===== src/rtl/im_loader.sv =====
// Packs a host byte stream into 32-bit big-endian words and writes them into instruction memory while stalling the CPU.
// Optional trailing XOR checksum byte is enabled by defining IM_LOADER_CHKSUM_EN.
module im_loader #(
  parameter logic [31:0] BASE_ADDR = 32'h0000_0000,
  parameter int          MAX_WORDS = 1024
) (
  input  logic        clk,
  input  logic        rst_n,
  input  logic        start,
  input  logic [7:0]  in_data,
  input  logic        in_valid,
  output logic        in_ready,
  output logic        im_we,
  output logic [31:0] im_addr,
  output logic [31:0] im_wdata,
  output logic        cpu_hold,
  output logic        busy,
  output logic        done,
  output logic        err,
  output logic [15:0] words_loaded
);

`ifdef IM_LOADER_CHKSUM_EN
  typedef enum logic [2:0] {S_IDLE, S_HDR, S_DATA, S_WRITE, S_CHK, S_DONE} state_t;
`else
  typedef enum logic [2:0] {S_IDLE, S_HDR, S_DATA, S_WRITE, S_DONE} state_t;
`endif

  localparam logic [16:0] MAX_W = 17'(MAX_WORDS);

  state_t      state_q, state_d;
  logic [1:0]  byte_cnt_q, byte_cnt_d;
  logic [15:0] cnt_q, cnt_d;
  logic [15:0] idx_q, idx_d;
  logic [23:0] shift_q, shift_d;
  logic [31:0] addr_q, addr_d;
  logic [31:0] wdata_q, wdata_d;
  logic        busy_q, busy_d;
  logic        hold_q, hold_d;
  logic        done_q, done_d;
  logic        err_q, err_d;
  logic [15:0] words_q, words_d;
`ifdef IM_LOADER_CHKSUM_EN
  logic [7:0]  chk_q, chk_d;
`endif

  logic        xfer;
  logic [15:0] hdr_n;
  logic [16:0] idx_inc;

  assign hdr_n   = {shift_q[7:0], in_data};
  assign idx_inc = {1'b0, idx_q} + 17'd1;
  assign xfer    = in_valid && in_ready;

  always_comb begin
    state_d    = state_q;
    byte_cnt_d = byte_cnt_q;
    cnt_d      = cnt_q;
    idx_d      = idx_q;
    shift_d    = shift_q;
    addr_d     = addr_q;
    wdata_d    = wdata_q;
    busy_d     = busy_q;
    hold_d     = hold_q;
    done_d     = done_q;
    err_d      = err_q;
    words_d    = words_q;
`ifdef IM_LOADER_CHKSUM_EN
    chk_d      = chk_q;
`endif
    in_ready   = 1'b0;
    im_we      = 1'b0;

    case (state_q)
      S_IDLE, S_DONE: begin
        if (start) begin
          state_d    = S_HDR;
          busy_d     = 1'b1;
          hold_d     = 1'b1;
          done_d     = 1'b0;
          err_d      = 1'b0;
          words_d    = 16'd0;
          byte_cnt_d = 2'd0;
          idx_d      = 16'd0;
`ifdef IM_LOADER_CHKSUM_EN
          chk_d      = 8'd0;
`endif
        end
      end

      S_HDR: begin
        in_ready = 1'b1;
        if (xfer) begin
          if (byte_cnt_q == 2'd0) begin
            shift_d    = {shift_q[15:0], in_data};
            byte_cnt_d = 2'd1;
          end else begin
            byte_cnt_d = 2'd0;
            cnt_d      = hdr_n;
            if (hdr_n == 16'd0 || {1'b0, hdr_n} > MAX_W) begin
              state_d = S_DONE;
              busy_d  = 1'b0;
              hold_d  = 1'b0;
              done_d  = 1'b1;
              err_d   = (hdr_n != 16'd0);
            end else begin
              state_d = S_DATA;
            end
          end
        end
      end

      S_DATA: begin
        in_ready = 1'b1;
        if (xfer) begin
          shift_d    = {shift_q[15:0], in_data};
          byte_cnt_d = byte_cnt_q + 2'd1;
`ifdef IM_LOADER_CHKSUM_EN
          chk_d      = chk_q ^ in_data;
`endif
          // Address and data are captured here so they stay stable through and after the write pulse.
          if (byte_cnt_q == 2'd3) begin
            wdata_d = {shift_q, in_data};
            addr_d  = BASE_ADDR + {14'd0, idx_q, 2'b00};
            state_d = S_WRITE;
          end
        end
      end

      S_WRITE: begin
        im_we   = 1'b1;
        idx_d   = idx_inc[15:0];
        words_d = idx_inc[15:0];
        if (idx_inc < {1'b0, cnt_q}) begin
          state_d = S_DATA;
        end else begin
`ifdef IM_LOADER_CHKSUM_EN
          state_d = S_CHK;
`else
          state_d = S_DONE;
          busy_d  = 1'b0;
          hold_d  = 1'b0;
          done_d  = 1'b1;
`endif
        end
      end

`ifdef IM_LOADER_CHKSUM_EN
      S_CHK: begin
        in_ready = 1'b1;
        if (xfer) begin
          state_d = S_DONE;
          busy_d  = 1'b0;
          hold_d  = 1'b0;
          done_d  = 1'b1;
          err_d   = (in_data != chk_q);
        end
      end
`endif

      default: state_d = S_IDLE;
    endcase
  end

  always_ff @(posedge clk or negedge rst_n) begin
    if (!rst_n) begin
      state_q    <= S_IDLE;
      byte_cnt_q <= 2'd0;
      cnt_q      <= 16'd0;
      idx_q      <= 16'd0;
      shift_q    <= 24'd0;
      addr_q     <= 32'd0;
      wdata_q    <= 32'd0;
      busy_q     <= 1'b0;
      hold_q     <= 1'b0;
      done_q     <= 1'b0;
      err_q      <= 1'b0;
      words_q    <= 16'd0;
`ifdef IM_LOADER_CHKSUM_EN
      chk_q      <= 8'd0;
`endif
    end else begin
      state_q    <= state_d;
      byte_cnt_q <= byte_cnt_d;
      cnt_q      <= cnt_d;
      idx_q      <= idx_d;
      shift_q    <= shift_d;
      addr_q     <= addr_d;
      wdata_q    <= wdata_d;
      busy_q     <= busy_d;
      hold_q     <= hold_d;
      done_q     <= done_d;
      err_q      <= err_d;
      words_q    <= words_d;
`ifdef IM_LOADER_CHKSUM_EN
      chk_q      <= chk_d;
`endif
    end
  end

  assign im_addr      = addr_q;
  assign im_wdata     = wdata_q;
  assign cpu_hold     = hold_q;
  assign busy         = busy_q;
  assign done         = done_q;
  assign err          = err_q;
  assign words_loaded = words_q;

endmodule


===== config.mk =====
export PLATFORM = sky130hd
export DESIGN_NAME = im_loader
export DESIGN_NICKNAME = d
export VERILOG_FILES = /design/src/rtl/im_loader.sv
export SDC_FILE = /design/constraint.sdc
export NUM_CORES = 1
export LEC_CHECK = 0
export CAP_MARGIN = 40
export CORE_ASPECT_RATIO = 1.1
export CORE_UTILIZATION = 30
export DETAILED_ROUTE_END_ITERATION = 8
export SYNTH_ARGS = -nofsm -noshare
export SYNTH_HDL_FRONTEND = slang
export SYNTH_SLANG_ARGS = --single-unit

===== constraint.sdc =====
create_clock -name clk -period 3.6 [get_ports clk]
set_input_delay 0.72 -clock clk [delete_from_list [all_inputs] [get_ports clk]]
set_output_delay 0.72 -clock clk [all_outputs]
set_load 0.1 [all_outputs]

Yosys cells after proc, flatten, opt, wreduce, memory -nomap -nowiden
Index checks and enable logic that the tools add are counted.

Add/sub/neg operators: 2. $lt $le $gt $ge: 2. Equal/unequal tests: 13. Mux-type cells: 37. Bitwise logic cells: 1. Reductions and logical operators: 21.

Operators by type and width (count): 2-to-1 mux 24 bit (3); one-hot mux 24 bit (2 select lines) (1); one-hot mux 16 bit (2 select lines) (1); 2-to-1 mux 3 bit (7); adder 16 x 1 -> 17 bit, second input constant (1); < comparator 17 x 16 -> 1 bit (1); > comparator 16 x 11 -> 1 bit, second input constant (1); logical NOT 16 bit (1); 2-to-1 mux 1 bit (16); 2-to-1 mux 16 bit (1); inequality test 2 bit, second input constant (8); nonzero test 16 bit (1); one-hot mux 3 bit (4 select lines) (1); AND reduction 5 bit (2); AND reduction 4 bit (2); == test 3 x 2 -> 1 bit, second input constant (2); 2-to-1 mux 2 bit (3); one-hot mux 1 bit (3 select lines) (2); one-hot mux 2 bit (3 select lines) (1); AND reduction 3 bit (2); AND reduction 6 bit (1); nonzero test 2 bit (3); nonzero test 3 bit (2); OR reduction 2 bit (2); 11 further kinds (11).

Register bits after elaboration: 112. Bits of input ports: 12. Output and inout bits: 86. Word-level logic and storage cells: 86.

Depth between registers and ports, before layout
Gate-level depths: netlist of run 1.

Depth after elaboration: 6. Mapped depth: 13. Gate-level depth less buffers: 13.

Worst setup path after synthesis of run 1
No wires, ideal clock.

Path kind: reg2reg. Start point: register words_loaded[0] (netlist name). End point: register state_q[2]. Setup time: 0.121 ns. Data arrival time: 3.475 ns. Required time: 3.479 ns. Slack: 0.004 ns. Stages on the path, launching flop included: 14. Path buffers: 0. Clock period less this slack: 3.596 ns. Cells stage by stage: dfrtp_1 -> ha_1 -> nand3_2 -> nor2_1 -> nand2_1 -> nor2_1 -> xor2_1 -> ha_1 -> a21o_1 -> a211o_1 -> a211oi_2 -> o211ai_1 -> nor2b_4 -> a22o_1.

RTL lines: end signal: assignment (line 183) `state_q <= state_d;`; end: declaration (line 31) `state_t state_q, state_d;`.

==> metrics.yaml, run 1 <==
power_and_ir_drop:
  power.ir.vdd_worst_mv: 0.331
  p_leak_nw: 3.46
  cellPowerDensity_mw_per_mm2: 541
worst_setup_path:
  crit_fanout: 6
  r2r-end: "state_q[2]"
  endpoint_kind: "flop"
  critPathLaunch: "words_loaded[1]"
  crit_type: "flop to flop"
  crit_end: "state_q[2]"
  ff2ff_setup_slack_ns: 0.44
  reg2reg_depth: 13
  r2r-start: "words_loaded[1]"
  worstPathRequired_ns: 3.85
  worstSetupStartpointType: "flop"
  critPathArrivalTime_ns: 3.41
floorplanning:
  die_area_mm2: 0.0183
  core_area_mm2: 0.0172
  ios: 98
  die_x_um: 129
  start_util: 0.311
  rows: 50
  die_h_um: 142
route:
  via_per_inst: 4.58
  dr.pass1.iters: 4
  vias: 3690
  wire_per_inst_um: 15.5
  finalWirelength_um: 12400
  ant_nets: 0
  drt_iter0_drc: 124
  drc: 0
sta:
  final-setup-viol-count: 0
  grt_setup_unrepaired: "false"
  skew_ns: 0.0107
  min_period_over_period: 0.877
  tns_ns: 0
  fmax_ghz: 0.317
  hold_viol: 0
  slew_headroom: 0.516
  maxSlewViolCount: 0
  period_needed_ns: 3.16
  worst_slew_pin_slew_ns: 0.725
  hold_slack_ns: 0.344
final_layout:
  finish.net_count: 596
  areaGrowthSynthToFinish_pct: 38.9
  diodes: 0
  drive_gt1_frac: 0.315
  stdcell_area_mm2: 0.00742
clock_network:
  cts_buffers: 9
  clock-sinks: 112
  cts_max_path_buffers: 2
  clkSlewWorstSetupHoldPaths_ns: 0.08
  h-tree-depth: 3
  root_buffer: "clkbuf_16"
  hold_buffers: 0
  clock_latency_ns: 0.36
  cts_resized: 0
  post_cts_buffers: 0
  cts_tree: "built"
synthesis:
  synth-seq-cells: 112
  synthTopCellsByArea: "dfrtp_1, mux2_2, ha_1"
  netlist_top_cells_count: "dfrtp_1, mux2_2, buf_4, inv_1, nor2_1"
  synth-async-reset-ratio: 1.00
  synth_cell_types: 49
  synth_seq_area_share: 0.525
  yosysMostFrequentCell: "dfrtp_1"
  synth_edf_count: 0
  synth_area_leader_cell: "dfrtp_1"
  syn_area_per_cell_um2: 12.2
  synth_top_area_share: 0.525
  syn_area_mm2: 0.00534
  synthCells: 439
  synthFlopType: "dfrtp_1"
  ys_warn_count: 0
hold_path:
  hold_path_class: "input port to async pin"
grt:
  grt_pass1_wl_um: 20300
  grtUsageTotal: 0.146
  antenna_found_initial: 0
  grt_max_degree: 76
  grt_overflow: 0
  grt_pass1_vias: 3808
place:
  dpl.hpwl_um: 9260
  routabilityCongestion: 0.853
  dpl_cell_area_mm2: 0.00712
  port-buffer-count: 81
run:
  cap_viol_max_count: 0
status:
  run_status: "complete, no violations"
==> stage by stage <==
stage / total power, mW / util / instances / worst slack [ns]
floorplan: 2.65 / - / 454 / 0.00386
global placement: 2.92 / 0.364 / 737 / 0.560
detailed placement: 3.06 / 0.414 / 789 / 0.500
CTS: 4.06 / 0.431 / 805 / 0.471
global route: 4.25 / 0.431 / 805 / 0.214
finish: 4.01 / 0.431 / 805 / 0.441
==> how the worst min path moves through the flow <==
stage | depth (start not counted) | slack (ns) | to
after CTS | 1 | 0.36 | words_loaded[12]
after floorplan | 0 | 0.42 | byte_cnt_q[0]
after detailed placement | 1 | 0.49 | cnt_q[12]
after global routing | 1 | 0.38 | words_loaded[12]
after global placement | 1 | 0.48 | cnt_q[14]
final | 1 | 0.34 | im_wdata[1]
==> cell usage in the layout (no fill, tap or decap), types with 2 or more instances in the layout <==
cell type / n
mux2_1: 9
ha_1: 18
buf_16: 6
nor3_1: 4
xnor2_1: 6
nand2_1: 17
mux2i_1: 4
o211ai_1: 2
conb_1: 16
nor2_1: 19
nand3b_1: 2
nand3_1: 13
inv_8: 3
a211oi_1: 3
nand4_1: 5
mux2_2: 79
a22o_1: 5
clkbuf_16: 9
and4_1: 4
clkdlybuf4s50_1: 62
nand2b_1: 5
inv_1: 21
buf_8: 46
xor2_1: 10
a21boi_0: 2
buf_4: 23
nor2b_1: 3
a21o_1: 2
nor4_1: 2
a21oi_1: 18
and3_1: 2
or3_1: 3
o21ai_0: 12
o22ai_1: 3
dfrtp_1: 112
==> state kept, by name, indices dropped and copies added, names as in the netlist <==
name,cells
byte_cnt_q,2
cnt_q,16
cpu_hold,1
done,1
err,1
im_addr,16
im_wdata,32
shift_q,24
state_q,3
words_loaded,16
==> where the power goes <==
part	internal, mW	switching (mW)	total (mW)
logic	0.525	0.728	1.25
registers	1.52	0.243	1.76
clock network	0.492	0.504	0.996
total	2.54	1.48	4.01
==> area by class of cell <==
type / instances / area, um^2
Tap cell: 234 / 293
Inverter: 22 / 82.6
Sequential cell: 112 / 2800
Multi-Input combinational cell: 283 / 2280
Fill cell: 1567 / 9780
Clock buffer: 9 / 225
Timing Repair Buffer: 138 / 1670
Clock inverter: 7 / 71.3
==> worst max-delay path: stages (launching register included) <==
cell and delay, ns:
dfrtp_1 0.44, ha_1 0.26, nand3_2 0.15, nor2_1 0.31
nand2_1 0.18, nor2_1 0.19, xor2_1 0.17, ha_1 0.26
a21o_1 0.16, a211o_1 0.29, a211oi_2 0.14, o211ai_1 0.13
nor2b_4 0.17, a22o_1 0.19
==> cells by family (layout without fill, tap and decap cells) <==
group,Yosys count,after routing,share of synthesized area
adder cells (fa/ha/maj),18,18,0.0422
flip-flops,112,112,0.525
AND/OR/NAND/NOR,88,88,0.0892
other,1,16,0.000702
buffers and inverters,59,176,0.0614
XOR/XNOR,16,16,0.0262
multiplexers,92,92,0.193
AO/OA/AOI/OAI,53,53,0.0628
==> metal layers <==
metal,GRT usage,share of wire,vias to the layer above
li1,-,-,1761
met1,0.189,0.45,1816
met2,0.243,0.49,103
met3,0.0323,0.043,10
met4,0.0396,0.011,0
met5,0,0,-
(Power assumes the default switching activity.)
==> inputs of run 2 (changes only) <==
Settings changed: CELL_PAD_IN_SITES_DETAIL_PLACEMENT set to 1, CELL_PAD_IN_SITES_GLOBAL_PLACEMENT set to 1, PLACE_DENSITY_LB_ADDON set to 0.1.
==> run 2 against run 1 <==
  * Clock power hardly changed
  * Register-to-register slack better by 0.06 ns
  * Sequential share of layout area is 0.43 points lower
  * Fmax is 2.1% higher
  * Combinational power hardly changed
  * Cell area is 1.2% higher
  * Critical endpoint unchanged
  * Largest cell class unchanged
==> metrics.yaml, run 2 (synthesis gave the netlist of run 1 again) <==
floorplanning:
  die_x_um: 129
  ios: 98
  die_area_mm2: 0.0183
  die_h_um: 142
  start_util: 0.311
  rows: 50
  core_area_mm2: 0.0172
clock_network:
  h-tree-depth: 3
  clkSlewWorstSetupHoldPaths_ns: 0.07
  cts_resized: 0
  clock-sinks: 112
  hold_buffers: 0
  cts_buffers: 9
  cts_max_path_buffers: 2
  clock_latency_ns: 0.35
  root_buffer: "clkbuf_16"
  cts_tree: "built"
  post_cts_buffers: 0
sta:
  hold_viol: 0
  final-setup-viol-count: 0
  slew_headroom: 0.513
  period_needed_ns: 3.09
  skew_ns: 0.00512
  tns_ns: 0
  maxSlewViolCount: 0
  worst_slew_pin_slew_ns: 0.730
  min_period_over_period: 0.860
  grt_setup_unrepaired: "false"
  fmax_ghz: 0.323
power_and_ir_drop:
  power.ir.vdd_worst_mv: 0.255
  combPwrFrac: 0.313
  p_int_mw: 2.61
  seq_power_share: 0.437
  netSwitchingPower_mw: 1.44
  pwr-share-clk: 0.250
  cellPowerDensity_mw_per_mm2: 539
  sw_frac_of_total: 0.355
  p_leak_nw: 3.50
final_layout:
  diodes: 0
  fillers: 1775
  drive_gt1_frac: 0.319
  final_cell_mix: "dfrtp_1, mux2_2, clkdlybuf4s50_1"
  final_common_cell: "dfrtp_1"
  finish.net_count: 603
  areaGrowthSynthToFinish_pct: 40.5
  layoutNonFillerInstCount: 811
  largest_reg_flops: 32
hold_path:
  hold_path_class: "input port to async pin"
route:
  wl_met3_um: 417
  finalWirelength_um: 13600
  drt-met1-wl_um: 6430
  drc: 0
  wire_per_inst_um: 16.8
  top_layer_used: "met4"
  dr.pass1.iters: 4
  vias: 3805
  met2WireLength_um: 6550
  drt_iter0_drc: 127
  via_per_inst: 4.69
  ant_nets: 0
grt:
  grt_overflow: 0
  grt_pass1_vias: 4028
  antenna_found_initial: 0
  grtUsageTotal: 0.162
  grt_pass1_wl_um: 22700
  grt_max_degree: 44
place:
  dpl.hpwl_um: 10200
  port-buffer-count: 81
  routabilityCongestion: 0.863
  placed_cells: 796
run:
  cap_viol_max_count: 0
worst_setup_path:
  endpoint_kind: "flop"
  worstSetupStartpointType: "flop"
  crit_type: "flop to flop"
  crit_fanout: 6
  critPathArrivalTime_ns: 3.33
  worstPathRequired_ns: 3.83
status:
  run_status: "complete, no violations"
==> run 2: cell types whose count changed in the layout (fill, tap and decap cells not counted), sizes merged <==
cell | previous run | this run
buf | 76 | 82
bufinv | 0 | 1
clkbuf | 9 | 11
clkdlybuf4s50 | 62 | 63
clkinv | 2 | 1
clkinvlp | 1 | 0
inv | 26 | 24
==> run 2: per-stage QoR <==
stage          hold slack [ns]  area, um^2  setup WS [ns]  utilization  power [mW]
2_1_floorplan            0.424        5400        0.00386            -        2.65
3_3_place_gp             0.480        6300          0.677        0.366        2.94
3_5_place_dp             0.490        7210          0.525        0.419        3.08
4_1_cts                  0.395        7510          0.468        0.436        4.12
5_1_grt                  0.394        7510          0.285        0.436        4.31
6_report                 0.365        7510          0.506        0.436        4.05
==> run 2: worst max-delay path: stages (launching register included) <==
cell and delay (ns):
dfrtp_1 0.44, ha_1 0.27, nand3_2 0.16, nor2_1 0.18, buf_4 0.16, and3_1 0.21, xor2_1 0.24, ha_1 0.29
a21oi_1 0.16, o21ai_0 0.15, a211oi_2 0.25, o211ai_1 0.13, nor2b_4 0.17, a22o_1 0.19
==> run 2: area by class of cell <==
class | count | area (um^2) | share of cell area
Sequential cell | 112 | 2800 | 0.373
Multi-Input combinational cell | 283 | 2280 | 0.303
Timing Repair Buffer | 145 | 1760 | 0.234
Tap cell | 234 | 293 | 0.0390
Clock buffer | 11 | 243 | 0.0323
Inverter | 22 | 82.6 | 0.0110
Clock inverter | 4 | 52.6 | 0.00700
==> run 2: routing by layer <==
metal,vias to the layer above,global-route usage
met4,0,0.0483
met2,73,0.261
li1,1774,-
met1,1947,0.220
met5,-,0
met3,11,0.0316
==> run 2: power groups by stage <==
stage	combinational (mW)	sequential, mW	clock [mW]
floorplan	0.802	1.85	0
global placement	1.15	1.79	0
detailed placement	1.28	1.80	0
CTS	1.29	1.78	1.05
global route	1.38	1.82	1.11
finish	1.27	1.77	1.01
==> run 2: worst paths after layout <==
check	from	endpoint	slack, ns	depth (start not counted)
worst max-delay path	words_loaded[1]	state_q[2]	0.51	13
worst min-delay path	rst_n	byte_cnt_q[0]	0.37	1
worst max register to register	words_loaded[1]	state_q[2]	0.51	13
worst min register to register	cnt_q[10]	cnt_q[10]	0.50	1
max in group asynchronous	rst_n	shift_q[4]	2.49	2
min in group clk	cnt_q[10]	cnt_q[10]	0.50	1
==> inputs of run 3 (changes only) <==
Settings changed: CORE_MARGIN set to 5.
==> run 3 against run 2 <==
  * Die area grew 12%
  * Global-route usage is 1.8 points lower
  * Routed wire length rose by 2.0%
  * Count of clock-buffer cells in the layout is the same
  * Non-clock buffer count down 5
  * Largest cell class unchanged
  * Worst hold slack improved by 0.073 ns
  * Sequential share of layout area grew 0.17 points
  * Clock power is essentially flat
  * Critical path type unchanged
  * Critical path depth did not move
==> metrics.yaml, run 3 (synthesis gave the netlist of run 1 again) <==
clock_network:
  cts_buffers: 9
  post_cts_buffers: 0
  cts_resized: 0
  clock_latency_ns: 0.35
  clock-sinks: 112
  cts_max_path_buffers: 2
  hold_buffers: 0
  clkSlewWorstSetupHoldPaths_ns: 0.07
  cts_tree: "built"
  h-tree-depth: 3
  root_buffer: "clkbuf_16"
final_layout:
  areaGrowthSynthToFinish_pct: 39.9
  final_cell_mix: "dfrtp_1, mux2_2, clkdlybuf4s50_1"
  stdcell_area_mm2: 0.00747
  diodes: 0
  finish.net_count: 598
  final_common_cell: "dfrtp_1"
  drive_gt1_frac: 0.316
  largest_reg_flops: 32
worst_setup_path:
  reg2reg_depth: 13
  crit_fanout: 8
  crit_family: "compound AO/OA/AOI/OAI gates"
  critPathLaunch: "words_loaded[0]"
  endpoint_kind: "flop"
  path_depth: 13
  critPathArrivalTime_ns: 3.42
  path_cells: "ha_1 -> nand3_2 -> nor2_1 -> nand2_1 -> nor2_1 -> xor2_1 -> ha_1 -> a21o_1 -> a211o_1 -> a211oi_2 -> o211ai_1 -> nor2b_4 -> a22o_1"
  ff2ff_setup_slack_ns: 0.43
  worstSetupStartpointType: "flop"
  crit_type: "flop to flop"
  worstPathRequired_ns: 3.84
  cp_num_buf_inv: 0
  max_stage_delay_ns: 0.54
  r2r-start: "words_loaded[0]"
  cp_slowest_cell: "dfrtp_1"
grt:
  antenna_found_initial: 0
  grt_overflow: 0
  grt_max_degree: 61
  grtUsageTotal: 0.145
  grt_pass1_vias: 4109
  grt_pass1_wl_um: 22900
route:
  dr.pass1.iters: 4
  drc: 0
  via_per_inst: 4.62
  wire_per_inst_um: 17.1
  finalWirelength_um: 13900
  ant_nets: 0
  vias: 3746
  drt_iter0_drc: 140
floorplanning:
  die_area_mm2: 0.0206
  core_area_mm2: 0.0176
  start_util: 0.303
  die_x_um: 137
  ios: 98
  die_h_um: 150
  rows: 51
sta:
  min_period_over_period: 0.881
  tns_ns: 0
  grt_setup_unrepaired: "false"
  worst_slew_pin_slew_ns: 0.813
  slew_headroom: 0.458
  hold_slack_ns: 0.438
  final-setup-viol-count: 0
  period_needed_ns: 3.17
  skew_ns: 0.00669
  hold_viol: 0
  final.setup.worst_slack_ns: 0.427
  maxSlewViolCount: 0
  fmax_ghz: 0.315
power_and_ir_drop:
  p_leak_nw: 3.48
  cellPowerDensity_mw_per_mm2: 542
  p_total_mw: 4.05
  power.ir.vdd_worst_mv: 0.230
run:
  cap_viol_max_count: 0
place:
  dpl.hpwl_um: 10300
  port-buffer-count: 81
  dpl_cell_area_mm2: 0.00717
  routabilityCongestion: 0.794
  place_ws_ns: 0.422
hold_path:
  hold_path_class: "input port to async pin"
status:
  run_status: "complete, no violations"
-- run 3: cell count changes in the layout (fill, tap and decap cells not counted) --
cell,delta
buf_4,-4
buf_12,+1
buf_16,-1
clkdlybuf4s50_1,-1
clkinv_4,+1
-- run 3: where the power goes --
group / switching (mW) / internal (mW)
registers: 0.249 / 1.52
clock network: 0.474 / 0.565
logic: 0.733 / 0.509
-- run 3: area by class of cell --
type                    instances  area [um^2]
multi-input cells             283         2280
clock inverters                 5         61.3
well taps                     238          298
fillers                      1851        10100
flip-flops and latches        112         2800
inverters                      22         82.6
repair buffers                140         1710
clock buffers                  11          243
-- run 3: worst register-to-register path: stages, from the launching register on --
cell	delay, ns
dfrtp_1	0.54
ha_1	0.31
nand3_2	0.16
nor2_1	0.18
nand2_1	0.13
nor2_1	0.19
xor2_1	0.19
ha_1	0.28
a21o_1	0.16
a211o_1	0.29
a211oi_2	0.15
o211ai_1	0.13
nor2b_4	0.17
a22o_1	0.19
-- run 3: layer usage --
metal  up-vias  track usage  share of wire
met2        83        0.237           0.50
met1      1876        0.189           0.45
met3        16       0.0279          0.039
met5         -            0              0
li1       1771            -              -
met4         0       0.0539          0.020
-- run 3: path summary, 6_finish.rpt --
| path | to |
|---|---|
| max | state_q[2] |
| min | byte_cnt_q[0] |
| max reg2reg | state_q[2] |
| min reg2reg | cnt_q[10] |
| max in group asynchronous | im_wdata[16] |
| min in group clk | cnt_q[10] |
-- run 3: per-stage QoR --
step	utilization	cells
2_1_floorplan	-	454
6_report	0.424	811
5_1_grt	0.424	811
3_5_place_dp	0.407	795
4_1_cts	0.424	811
3_3_place_gp	0.357	743
